--- config.mk ---
export PLATFORM = sky130hd
export DESIGN_NAME = boot_ctrl_flat
export DESIGN_NICKNAME = d
export VERILOG_FILES = /design/src/rtl/boot_ctrl_if.sv /design/src/rtl/boot_ctrl.sv /design/src/flat_wrapper.sv
export SDC_FILE = /design/constraint.sdc
export NUM_CORES = 1
export LEC_CHECK = 0
export CAP_MARGIN = 20
export CORE_UTILIZATION = 53
export DETAILED_ROUTE_END_ITERATION = 6
export PLACE_DENSITY = 0.84
export SKIP_CTS_REPAIR_TIMING = 1
export SYNTH_ARGS = -nofsm -noshare
export SYNTH_HDL_FRONTEND = slang
export SYNTH_SLANG_ARGS = --single-unit
--- constraint.sdc ---
create_clock -name clock -period 3.4 [get_ports clock]
set_clock_uncertainty 0.15 [all_clocks]
set_input_delay 0.68 -clock clock [delete_from_list [all_inputs] [get_ports clock]]
set_output_delay 0.68 -clock clock [all_outputs]
set_load 0.02 [all_outputs]
--- src/rtl/boot_ctrl_if.sv ---
// Programmer-side bundle for boot_ctrl: UART programmer strobes in, programmer reset and
// gated memory write enables out.
interface boot_ctrl_if;
    logic        upg_done_i;
    logic        upg_wen_i;
    logic [14:0] upg_adr_i;
    logic        upg_rst_o;
    logic        imem_wen_o;
    logic        dmem_wen_o;

    modport master (
        output upg_done_i, upg_wen_i, upg_adr_i,
        input  upg_rst_o, imem_wen_o, dmem_wen_o
    );

    modport slave (
        input  upg_done_i, upg_wen_i, upg_adr_i,
        output upg_rst_o, imem_wen_o, dmem_wen_o
    );
endinterface

--- src/rtl/boot_ctrl.sv ---
// Run/program mode sequencer: debounced start button, programmer write gating, timed CPU reset.
// Optional PROG idle timeout enabled by defining BOOT_CTRL_TIMEOUT_EN.
module boot_ctrl #(
    parameter int unsigned DEBOUNCE_CYCLES = 20,
    parameter int unsigned RST_HOLD_CYCLES = 16,
    parameter int unsigned DRAIN_CYCLES    = 8,
    parameter logic [23:0] TIMEOUT_CYCLES  = 24'd10_000_000
) (
    input  logic        clock,
    input  logic        reset_n,
    input  logic        start_btn,
    boot_ctrl_if.slave  upg,
    output logic        cpu_rst_o,
    output logic [14:0] word_cnt_o,
    output logic [2:0]  mode_o,
    output logic        err_o
);

    typedef enum logic [2:0] {
        StHold  = 3'd0,
        StRun   = 3'd1,
        StArm   = 3'd2,
        StProg  = 3'd3,
        StDrain = 3'd4
    } state_e;

    localparam int unsigned CntMax = (RST_HOLD_CYCLES > DRAIN_CYCLES) ? RST_HOLD_CYCLES
                                                                      : DRAIN_CYCLES;
    localparam int unsigned CntW   = $clog2(CntMax + 1);
    localparam int unsigned DbW    = $clog2(DEBOUNCE_CYCLES + 2);

    state_e            state_q, state_d;
    logic [CntW-1:0]   cnt_q, cnt_d;
    logic              btn_meta_q, btn_sync_q;
    logic [DbW-1:0]    db_cnt_q, db_cnt_d;
    logic              start_evt;
    logic [14:0]       word_cnt_q, word_cnt_d;
    logic              cpu_rst_q, upg_rst_q;
    logic              timeout_hit;
    logic              in_prog;
    logic              unused_adr;

    assign in_prog    = (state_q == StProg);
    assign unused_adr = ^upg.upg_adr_i[13:0];

    // Debounce count parks one past the threshold so a held button fires only once.
    always_comb begin
        db_cnt_d = db_cnt_q;
        if (!btn_sync_q) begin
            db_cnt_d = '0;
        end else if (db_cnt_q != DbW'(DEBOUNCE_CYCLES + 1)) begin
            db_cnt_d = db_cnt_q + 1'b1;
        end
    end

    assign start_evt = (db_cnt_q == DbW'(DEBOUNCE_CYCLES));

    always_comb begin
        state_d = state_q;
        unique case (state_q)
            StHold:  if (cnt_q == CntW'(RST_HOLD_CYCLES - 1)) state_d = StRun;
            StRun:   if (start_evt) state_d = StArm;
            StArm:   state_d = StProg;
            // cnt_q is zero only in the first PROG cycle, masking a stale done level
            StProg: begin
                if (upg.upg_done_i && (cnt_q != '0)) begin
                    state_d = StDrain;
                end else if (timeout_hit) begin
                    state_d = StHold;
                end
            end
            StDrain: if (cnt_q == CntW'(DRAIN_CYCLES - 1)) state_d = StHold;
            default: state_d = StHold;
        endcase
    end

    always_comb begin
        cnt_d = cnt_q;
        if (state_d != state_q) begin
            cnt_d = '0;
        end else if (cnt_q != '1) begin
            cnt_d = cnt_q + 1'b1;
        end
    end

    always_comb begin
        word_cnt_d = word_cnt_q;
        if (state_q == StArm) begin
            word_cnt_d = '0;
        end else if (in_prog && upg.upg_wen_i && (word_cnt_q != 15'h7FFF)) begin
            word_cnt_d = word_cnt_q + 15'd1;
        end
    end

    always_ff @(posedge clock or negedge reset_n) begin
        if (!reset_n) begin
            state_q    <= StHold;
            cnt_q      <= '0;
            btn_meta_q <= 1'b0;
            btn_sync_q <= 1'b0;
            db_cnt_q   <= '0;
            word_cnt_q <= '0;
            cpu_rst_q  <= 1'b1;
            upg_rst_q  <= 1'b1;
        end else begin
            state_q    <= state_d;
            cnt_q      <= cnt_d;
            btn_meta_q <= start_btn;
            btn_sync_q <= btn_meta_q;
            db_cnt_q   <= db_cnt_d;
            word_cnt_q <= word_cnt_d;
            cpu_rst_q  <= (state_d != StRun);
            upg_rst_q  <= (state_d != StProg);
        end
    end

`ifdef BOOT_CTRL_TIMEOUT_EN
    logic [23:0] idle_q, idle_d;
    logic        err_q;

    always_comb begin
        idle_d = idle_q;
        if (state_q == StArm) begin
            idle_d = '0;
        end else if (in_prog) begin
            idle_d = upg.upg_wen_i ? 24'd0 : idle_q + 24'd1;
        end
    end

    assign timeout_hit = in_prog && !upg.upg_wen_i && (idle_q == TIMEOUT_CYCLES - 24'd1);

    always_ff @(posedge clock or negedge reset_n) begin
        if (!reset_n) begin
            idle_q <= '0;
            err_q  <= 1'b0;
        end else begin
            idle_q <= idle_d;
            if (in_prog && (state_d == StHold)) begin
                err_q <= 1'b1;
            end
        end
    end

    assign err_o = err_q;
`else
    logic unused_timeout;
    assign unused_timeout = ^TIMEOUT_CYCLES;
    assign timeout_hit    = 1'b0;
    assign err_o          = 1'b0;
`endif

    assign upg.imem_wen_o = in_prog & upg.upg_wen_i & ~upg.upg_adr_i[14];
    assign upg.dmem_wen_o = in_prog & upg.upg_wen_i & upg.upg_adr_i[14];
    assign upg.upg_rst_o  = upg_rst_q;
    assign cpu_rst_o      = cpu_rst_q;
    assign word_cnt_o     = word_cnt_q;
    assign mode_o         = state_q;

endmodule

--- src/flat_wrapper.sv ---
// flat-port wrapper written by rule: the top's interface ports become plain ports
module boot_ctrl_flat 
#(
    parameter int unsigned DEBOUNCE_CYCLES = 20,
    parameter int unsigned RST_HOLD_CYCLES = 16,
    parameter int unsigned DRAIN_CYCLES    = 8,
    parameter logic [23:0] TIMEOUT_CYCLES  = 24'd10_000_000
)
  (clock, reset_n, start_btn, cpu_rst_o, word_cnt_o, mode_o, err_o, upg_upg_done_i, upg_upg_wen_i, upg_upg_adr_i, upg_upg_rst_o, upg_imem_wen_o, upg_dmem_wen_o);
  boot_ctrl_if upg_i ();
  input  logic clock;
  input  logic reset_n;
  input  logic start_btn;
  output logic cpu_rst_o;
  output logic [14:0] word_cnt_o;
  output logic [2:0] mode_o;
  output logic err_o;
  input wire logic [$bits(upg_i.upg_done_i)-1:0] upg_upg_done_i;
  input wire logic [$bits(upg_i.upg_wen_i)-1:0] upg_upg_wen_i;
  input wire logic [$bits(upg_i.upg_adr_i)-1:0] upg_upg_adr_i;
  output wire logic [$bits(upg_i.upg_rst_o)-1:0] upg_upg_rst_o;
  output wire logic [$bits(upg_i.imem_wen_o)-1:0] upg_imem_wen_o;
  output wire logic [$bits(upg_i.dmem_wen_o)-1:0] upg_dmem_wen_o;
  assign upg_i.upg_done_i = upg_upg_done_i;
  assign upg_i.upg_wen_i = upg_upg_wen_i;
  assign upg_i.upg_adr_i = upg_upg_adr_i;
  assign upg_upg_rst_o = upg_i.upg_rst_o;
  assign upg_imem_wen_o = upg_i.imem_wen_o;
  assign upg_dmem_wen_o = upg_i.dmem_wen_o;
  boot_ctrl #(.DEBOUNCE_CYCLES(DEBOUNCE_CYCLES), .RST_HOLD_CYCLES(RST_HOLD_CYCLES), .DRAIN_CYCLES(DRAIN_CYCLES), .TIMEOUT_CYCLES(TIMEOUT_CYCLES)) u_core (.clock(clock), .reset_n(reset_n), .start_btn(start_btn), .upg(upg_i), .cpu_rst_o(cpu_rst_o), .word_cnt_o(word_cnt_o), .mode_o(mode_o), .err_o(err_o));
endmodule
==> results of run 1 <==
[layer usage]
metal / GRT usage / routed length (um) / vias to the layer above
met1: 0.2482 / 1458 / 662
met4: 0.06122 / 46 / 0
met5: 0 / 0 / -
li1: - / - / 692
met2: 0.3949 / 1697 / 29
met3: 0.05240 / 108 / 6
[flip-flops by register name, indices dropped and copies added (netlist names)]
signal	flops
u_core.word_cnt_o	15
u_core.cnt_q	5
u_core.db_cnt_q	5
u_core.mode_o	3
u_core.btn_meta_q	1
u_core.btn_sync_q	1
u_core.cpu_rst_o	1
u_core.upg.upg_rst_o	1
[how the worst min path moves through the flow]
stage / slack, ns / to / from / depth (start not counted)
after floorplan: 0.18 / u_core.btn_sync_q / u_core.btn_meta_q / 0
after global placement: 0.19 / u_core.btn_sync_q / u_core.btn_meta_q / 0
final: 0.20 / u_core.btn_sync_q / u_core.btn_meta_q / 0
after detailed placement: 0.19 / u_core.btn_sync_q / u_core.btn_meta_q / 0
after global routing: 0.22 / u_core.btn_sync_q / u_core.btn_meta_q / 0
after CTS: 0.21 / u_core.btn_sync_q / u_core.btn_meta_q / 0
[cell families (layout without fill, tap and decap cells)]
kind of cell / after synthesis / in the layout / share of synthesized area
multiplexers: 8 / 8 / 0.04618
AO/OA/AOI/OAI: 32 / 32 / 0.1140
flip-flops: 32 / 32 / 0.4632
buffers and inverters: 14 / 45 / 0.03463
AND/OR/NAND/NOR: 74 / 74 / 0.2518
XOR/XNOR: 6 / 6 / 0.03030
adder cells (fa/ha/maj): 8 / 8 / 0.05772
other: 1 / 1 / 0.002162
[cells in the mapped netlist, types with 4 or more instances]
| cell | number |
|---|---|
| dfrtp_1 | 30 |
| nand2_1 | 17 |
| a21oi_1 | 11 |
| nor2_1 | 10 |
| inv_1 | 9 |
| ha_1 | 8 |
| mux2i_1 | 8 |
| nand3_1 | 8 |
| o21ai_0 | 6 |
| and2_1 | 5 |
| a31oi_1 | 4 |
| nand4_1 | 4 |
| o31ai_1 | 4 |
| or4_1 | 4 |
| xnor2_1 | 4 |
[cell type report]
class                           instances  area [um2]  area share
Sequential cell                        32       803.3      0.3826
Inverter                                9       33.78     0.01609
Multi-Input combinational cell        129       870.8      0.4148
Timing Repair Buffer                   28       277.8      0.1323
Clock buffer                            8       58.81     0.02801
Tap cell                               44       55.05     0.02622
[cells in the final DEF, fill, tap and decap left out, drive strengths merged, types with 4 or more instances in the layout]
cell and instances:
nand2 17, a21oi 11, xnor2 4, nand3 8, inv 9, mux2i 8
o21ai 6, and2 5, clkdlybuf4s50 27, dfrtp 30, nor2 10, o31ai 4
ha 8, clkbuf 8, a31oi 4, or4 5, nand4 4
[stage by stage]
step           instance area (um2)  utilization
2_1_floorplan                 1734            -
3_3_place_gp                  2041       0.6630
3_5_place_dp                  2041       0.6630
4_1_cts                       2100       0.6821
5_1_grt                       2100       0.6821
6_report                      2100       0.6821
[power by group through the flow]
stage          Combinational [mW]  Sequential (mW)  Clock [mW]
3_5_place_dp                0.128            0.461           0
3_3_place_gp                0.120            0.459           0
6_report                    0.127            0.454       0.223
2_1_floorplan              0.0964            0.453           0
5_1_grt                     0.152            0.459       0.249
4_1_cts                     0.131            0.454       0.232
==> summary.md, run 1 <==
| Metric | Value |
|---|---|
| Final worst setup slack | 0.4301 ns |
| Endpoint class of the critical path | output pin |
| Critical Path Start | upg_upg_wen_i |
| First-pass GRT wire length | 5.671 mm |
| Netlist cell types | 42 |
| Post-synth EDFFs | 0 |
| Post-synth top area share | 0.4329 |
| Syn-to-layout area delta | 21.07% |
| Grt ovf | 0 |
| Critical path startpoint category | primary input |
| Clk slew on worst S/H paths | 0.08 ns |
| Port Buf Inserts | 27 |
| Power Dens Cells | 382.9 nW/um2 |
| Critical path destination | upg_imem_wen_o |
| Layout cells sized above 1 | 0.06796 |
| Hold WC Path Type | flop to flop |
| Final GP Congestion | 0.8887 |
| Overall Global Routing Usage | 0.2160 |
| Slowest cell on crit path | clkdlybuf4s50_1 |
| DR vias/cell | 5.556 |
| Core Area | 3078 um2 |
| WP buf/inv | 2 |
| WP data arrival | 2.14 ns |
| Row count | 20 |
| Final nets | 233 |
| Maximum VDD drop | 406.0 uV |
| Detailed placement HPWL | 2.420 mm |
| Clock root cell | clkbuf_4 |
| Synth Flop Type | dfrtp_1 |
| Final cell count without fillers | 250 |
| Most frequent CP cell | clkdlybuf4s50_1 |
| R2r setup slk | 1.18 ns |
| Relative slew margins | 0.5487 |
| Fmax | 336.7 MHz |
| Final setup viols | 0 |
| Antenna-violating nets left | 0 |
| P_leak | 0.8928 nW |
| Largest net degree at the start of global routing | 33 |
| Sw power | 223.4 uW |
| Unrepaired setup endpoints after global routing | false |
| 1st-iter DRT viols | 68 |
| Status | finished clean |
| DRC | 0 |
| Vias | 1389 |
| CP delay by family, top | buffers and inverters |
| Net Count, Synth | 203 |
| Max_cap viols | 0 |
| Die Area | 3505 um2 |
| # IOs | 43 |
| Hold Worst Slack | 0.2050 ns |
| Max clock buf depth | 2 |
| Sum of negative setup slack | 0 ns |
| Worst-Skew Late Latency | 0.33 ns |
| Hold Fails Final Rpt | 0 |
| Leading area contributor after synthesis | dfrtp_1 |
| Initial antenna violation count | 0 |
| Total wire length | 3.312 mm |
| Logic pwr share | 0.158 |
| TritonCTS buffer count | 5 |
| Seq pwr share | 0.564 |
| Sink Count | 32 |
| Worst-margin pin slew | 0.6699 ns |
| Clock share of power | 0.277 |
| CP peak stage delay | 0.61 ns |
| Chip Height | 59.20 um |
| Async SR Flop Fraction | 1.000 |
| Initial core utilization | 0.5634 |
| Number of global-route vias before repair | 1324 |
| Crit Path Class | primary input to output pin |
| Tcrit/Tclk final | 0.8735 |
| H-tree Lvls | 2 |
| Syn Area/Cell | 9.910 um2 |
| Worst R2R End | u_core.word_cnt_o[11] |
| Mapped Cells | 175 |
| Fill count | 254 |
| Cells on worst reg2reg path | 4 |
| Critical-path maximum fanout | 12 |
| CTS tree | built |
| P_int | 580.5 uW |
| Place WS | 0.4322 ns |
| FF-to-FF Start | u_core.mode_o[0] |
| Total power | 803.9 uW |
| Synthesized area | 1734 um2 |
| Yosys warns | 0 |
| Pre-Repair DR Iteration Count | 4 |
| Synth area leaders | dfrtp_1 (43%), ha_1 (5.8%), mux2i_1 (4.6%) |
| Number of cells on the critical path | 4 |
| Switch share | 0.2779 |
| Cells along the critical path | clkdlybuf4s50_1 -> nand4b_4 -> nor2_1 -> clkdlybuf4s50_1 |
| Final Max Tran Viols | 0 |
| Cell Count Post-Placement | 242 |
| Register bit total from synthesis | 32 |
| WL/cell | 13.25 um |
| Die Wd | 59.20 um |
| Worst EP required | 2.57 ns |
| Seq/Total Area, Yosys | 0.4632 |
| N_diodes | 0 |
| Post-layout min period | 2.970 ns |
Note: power is estimated with default switching activity, not from simulation.
==> run 2: changes to the inputs <==
--- a/config.mk
+++ b/config.mk
@@ -5,10 +5,11 @@
 export SDC_FILE = /design/constraint.sdc
 export NUM_CORES = 1
 export LEC_CHECK = 0
+export ABC_CLOCK_PERIOD_IN_PS = 2700
 export CAP_MARGIN = 20
-export CORE_UTILIZATION = 53
+export CORE_UTILIZATION = 44
 export DETAILED_ROUTE_END_ITERATION = 6
-export PLACE_DENSITY = 0.84
+export PLACE_DENSITY = 0.74
 export SKIP_CTS_REPAIR_TIMING = 1
 export SYNTH_ARGS = -nofsm -noshare
 export SYNTH_HDL_FRONTEND = slang
==> constraint.sdc (replaced) <==
create_clock -name clock -period 2.7 [get_ports clock]
set_clock_uncertainty 0.15 [all_clocks]
set_input_delay 0.54 -clock clock [delete_from_list [all_inputs] [get_ports clock]]
set_output_delay 0.54 -clock clock [all_outputs]
set_load 0.02 [all_outputs]
==> summary.md, run 2 (synthesis results as in run 1) <==
| Metric | Value |
|---|---|
| Worst-Skew Late Latency | 0.28 ns (-0.05 ns) |
| First-pass GRT wire length | 5.720 mm (+0.86%) |
| Cells along the critical path | clkdlybuf4s50_1 -> nand4b_4 -> nor2_1 -> clkdlybuf4s50_1 |
| FF-to-FF Start | u_core.mode_o[0] |
| TritonCTS buffer count | 5 (unchanged) |
| Row count | 22 (+10%) |
| N_diodes | 0 (unchanged) |
| Cells on worst reg2reg path | 4 (unchanged) |
| Endpoint class of the critical path | output pin |
| Relative slew margins | 0.6044 (+0.05566) |
| P_leak | 0.9055 nW (+1.4%) |
| Fin area | 2131 um2 (+1.5%) |
| Worst EP required | 2.01 ns (-0.56 ns) |
| Pre-Repair DR Iteration Count | 4 (unchanged) |
| Sum of negative setup slack | 0 ns (unchanged) |
| Most common cell after layout, fill and taps aside | dfrtp_1 |
| Hold WC Path Type | flop to flop |
| Maximum VDD drop | 394.8 uV (-2.8%) |
| Unrepaired setup endpoints after global routing | false |
| Final Util | 0.5734 (-0.1087) |
| Final GP Congestion | 0.8425 (-5.2%) |
| Slowest cell on crit path | clkdlybuf4s50_1 |
| Total wire length | 3.346 mm (+1.0%) |
| Status | finished clean |
| Total power | 1.076 mW (+34%) |
| Most frequent CP cell | clkdlybuf4s50_1 |
| Vias | 1413 (+1.7%) |
| Die Wd | 64.78 um (+9.4%) |
| Tcrit/Tclk final | 0.9732 |
| Critical Path Start | upg_upg_wen_i |
| CP peak stage delay | 0.60 ns (about the same) |
| Worst R2R End | u_core.word_cnt_o[13] |
| Clock root cell | clkbuf_8 |
| Syn-to-layout area delta | 22.87% |
| DR vias/cell | 5.563 (+0.13%) |
| Post-layout min period | 2.628 ns |
| CTS tree | built |
| Max_cap viols | 0 (unchanged) |
| Number of global-route vias before repair | 1325 (+0.076%) |
| Sink Count | 32 (unchanged) |
| Detailed placement HPWL | 2.453 mm (+1.4%) |
| Final nets | 234 (+0.43%) |
| 1st-iter DRT viols | 107 (+57%) |
| Initial antenna violation count | 0 (unchanged) |
| Worst-margin pin slew | 0.5872 ns (-0.08262 ns) |
| Grt ovf | 0 (unchanged) |
| Overall Global Routing Usage | 0.1783 (-0.03773) |
| DP Area | 2053 um2 (+0.61%) |
| Place WS | 0.06592 ns (-0.3663 ns) |
| H-tree Lvls | 2 (unchanged) |
| # IOs | 43 (unchanged) |
| Antenna-violating nets left | 0 (unchanged) |
| Number of cells on the critical path | 4 (unchanged) |
| CP delay by family, top | buffers and inverters |
| Clk slew on worst S/H paths | 0.06 ns (-0.02 ns) |
| DRC | 0 (unchanged) |
| WL/cell | 13.17 um (-0.56%) |
| Final Max Tran Viols | 0 (unchanged) |
| Critical path startpoint category | primary input |
| Crit Path Class | primary input to output pin |
| Chip Height | 64.78 um (+9.4%) |
| Number of flip-flops in the largest register | 15 (unchanged) |
| R2r setup slk | 0.53 ns (-0.65 ns) |
| Layout cells sized above 1 | 0.07282 (+0.004854) |
| Hold Fails Final Rpt | 0 (unchanged) |
| Core Area | 3716 um2 (+21%) |
| Critical path destination | upg_imem_wen_o |
| Critical-path maximum fanout | 5 (-7) |
| Final setup viols | 0 (unchanged) |
| Port Buf Inserts | 27 (unchanged) |
| Max clock buf depth | 2 (unchanged) |
| Fmax | 380.6 MHz |
| WP data arrival | 1.94 ns (-0.20 ns) |
| Initial core utilization | 0.4667 (-0.09675) |
| Final worst setup slack | 0.07236 ns (-0.3577 ns) |
| Fill count | 341 (+34%) |
| Commonest cells after routing, fill and taps aside | dfrtp_1 (30), clkdlybuf4s50_1 (27), nand2_1 (17) |
| WP buf/inv | 2 (unchanged) |
| Largest net degree at the start of global routing | 33 (unchanged) |
| Power Dens Cells | 505.1 nW/um2 (+32%) |
| Die Area | 4196 um2 (+20%) |
-- run 2: cell types whose count changed in the layout (fill, tap and decap cells not counted) --
cell	change
buf_4	+1
clkinv_2	+1
clkbuf_1	-1
clkbuf_8	+4
clkbuf_4	-5
-- run 2: where the power goes --
group / switching, mW / internal (mW)
clock network: 0.164 / 0.175
registers: 0.0512 / 0.524
logic: 0.0825 / 0.0798
-- run 2: stage by stage --
step	instances	hold WS, ns
floorplan	175	0.09441
global placement	247	0.1897
detailed placement	247	0.1973
CTS	254	0.2119
global route	254	0.2214
finish	254	0.2100
-- run 2: worst register-to-register path, stage by stage (launching register included) --
cell and delay (ns):
dfrtp_1 0.58, nand4b_4 0.19, or4_4 0.59, nor4_1 0.35, mux2i_1 0.24
-- run 2: routing by layer --
layer,part of all wire,track usage,up-vias,wire [um]
met2,0.51,0.3099,33,1692
met1,0.43,0.2076,689,1449
met5,0,0,-,0
met4,0.0087,0.04722,0,29
li1,-,-,688,-
met3,0.052,0.05986,3,175
-- run 2: final cells by class --
class | instances | area (um2) | share of cell area
timing repair buffer | 29 | 285.3 | 0.1339
clock inverter | 1 | 5.005 | 0.002349
tap | 48 | 60.06 | 0.02819
sequential | 32 | 803.3 | 0.3770
inverter | 9 | 33.78 | 0.01585
clock buffer | 6 | 72.57 | 0.03406
multi-input combinational | 129 | 870.8 | 0.4087
-- run 2: how the worst min path moves through the flow --
stage,start,to,slack (ns),cells after the start
final,u_core.btn_meta_q,u_core.btn_sync_q,0.21,0
after floorplan,reset_n,u_core.btn_meta_q,0.09,0
after global placement,u_core.btn_meta_q,u_core.btn_sync_q,0.19,0
after global routing,u_core.btn_meta_q,u_core.btn_sync_q,0.22,0
after CTS,u_core.btn_meta_q,u_core.btn_sync_q,0.21,0
after detailed placement,u_core.btn_meta_q,u_core.btn_sync_q,0.20,0
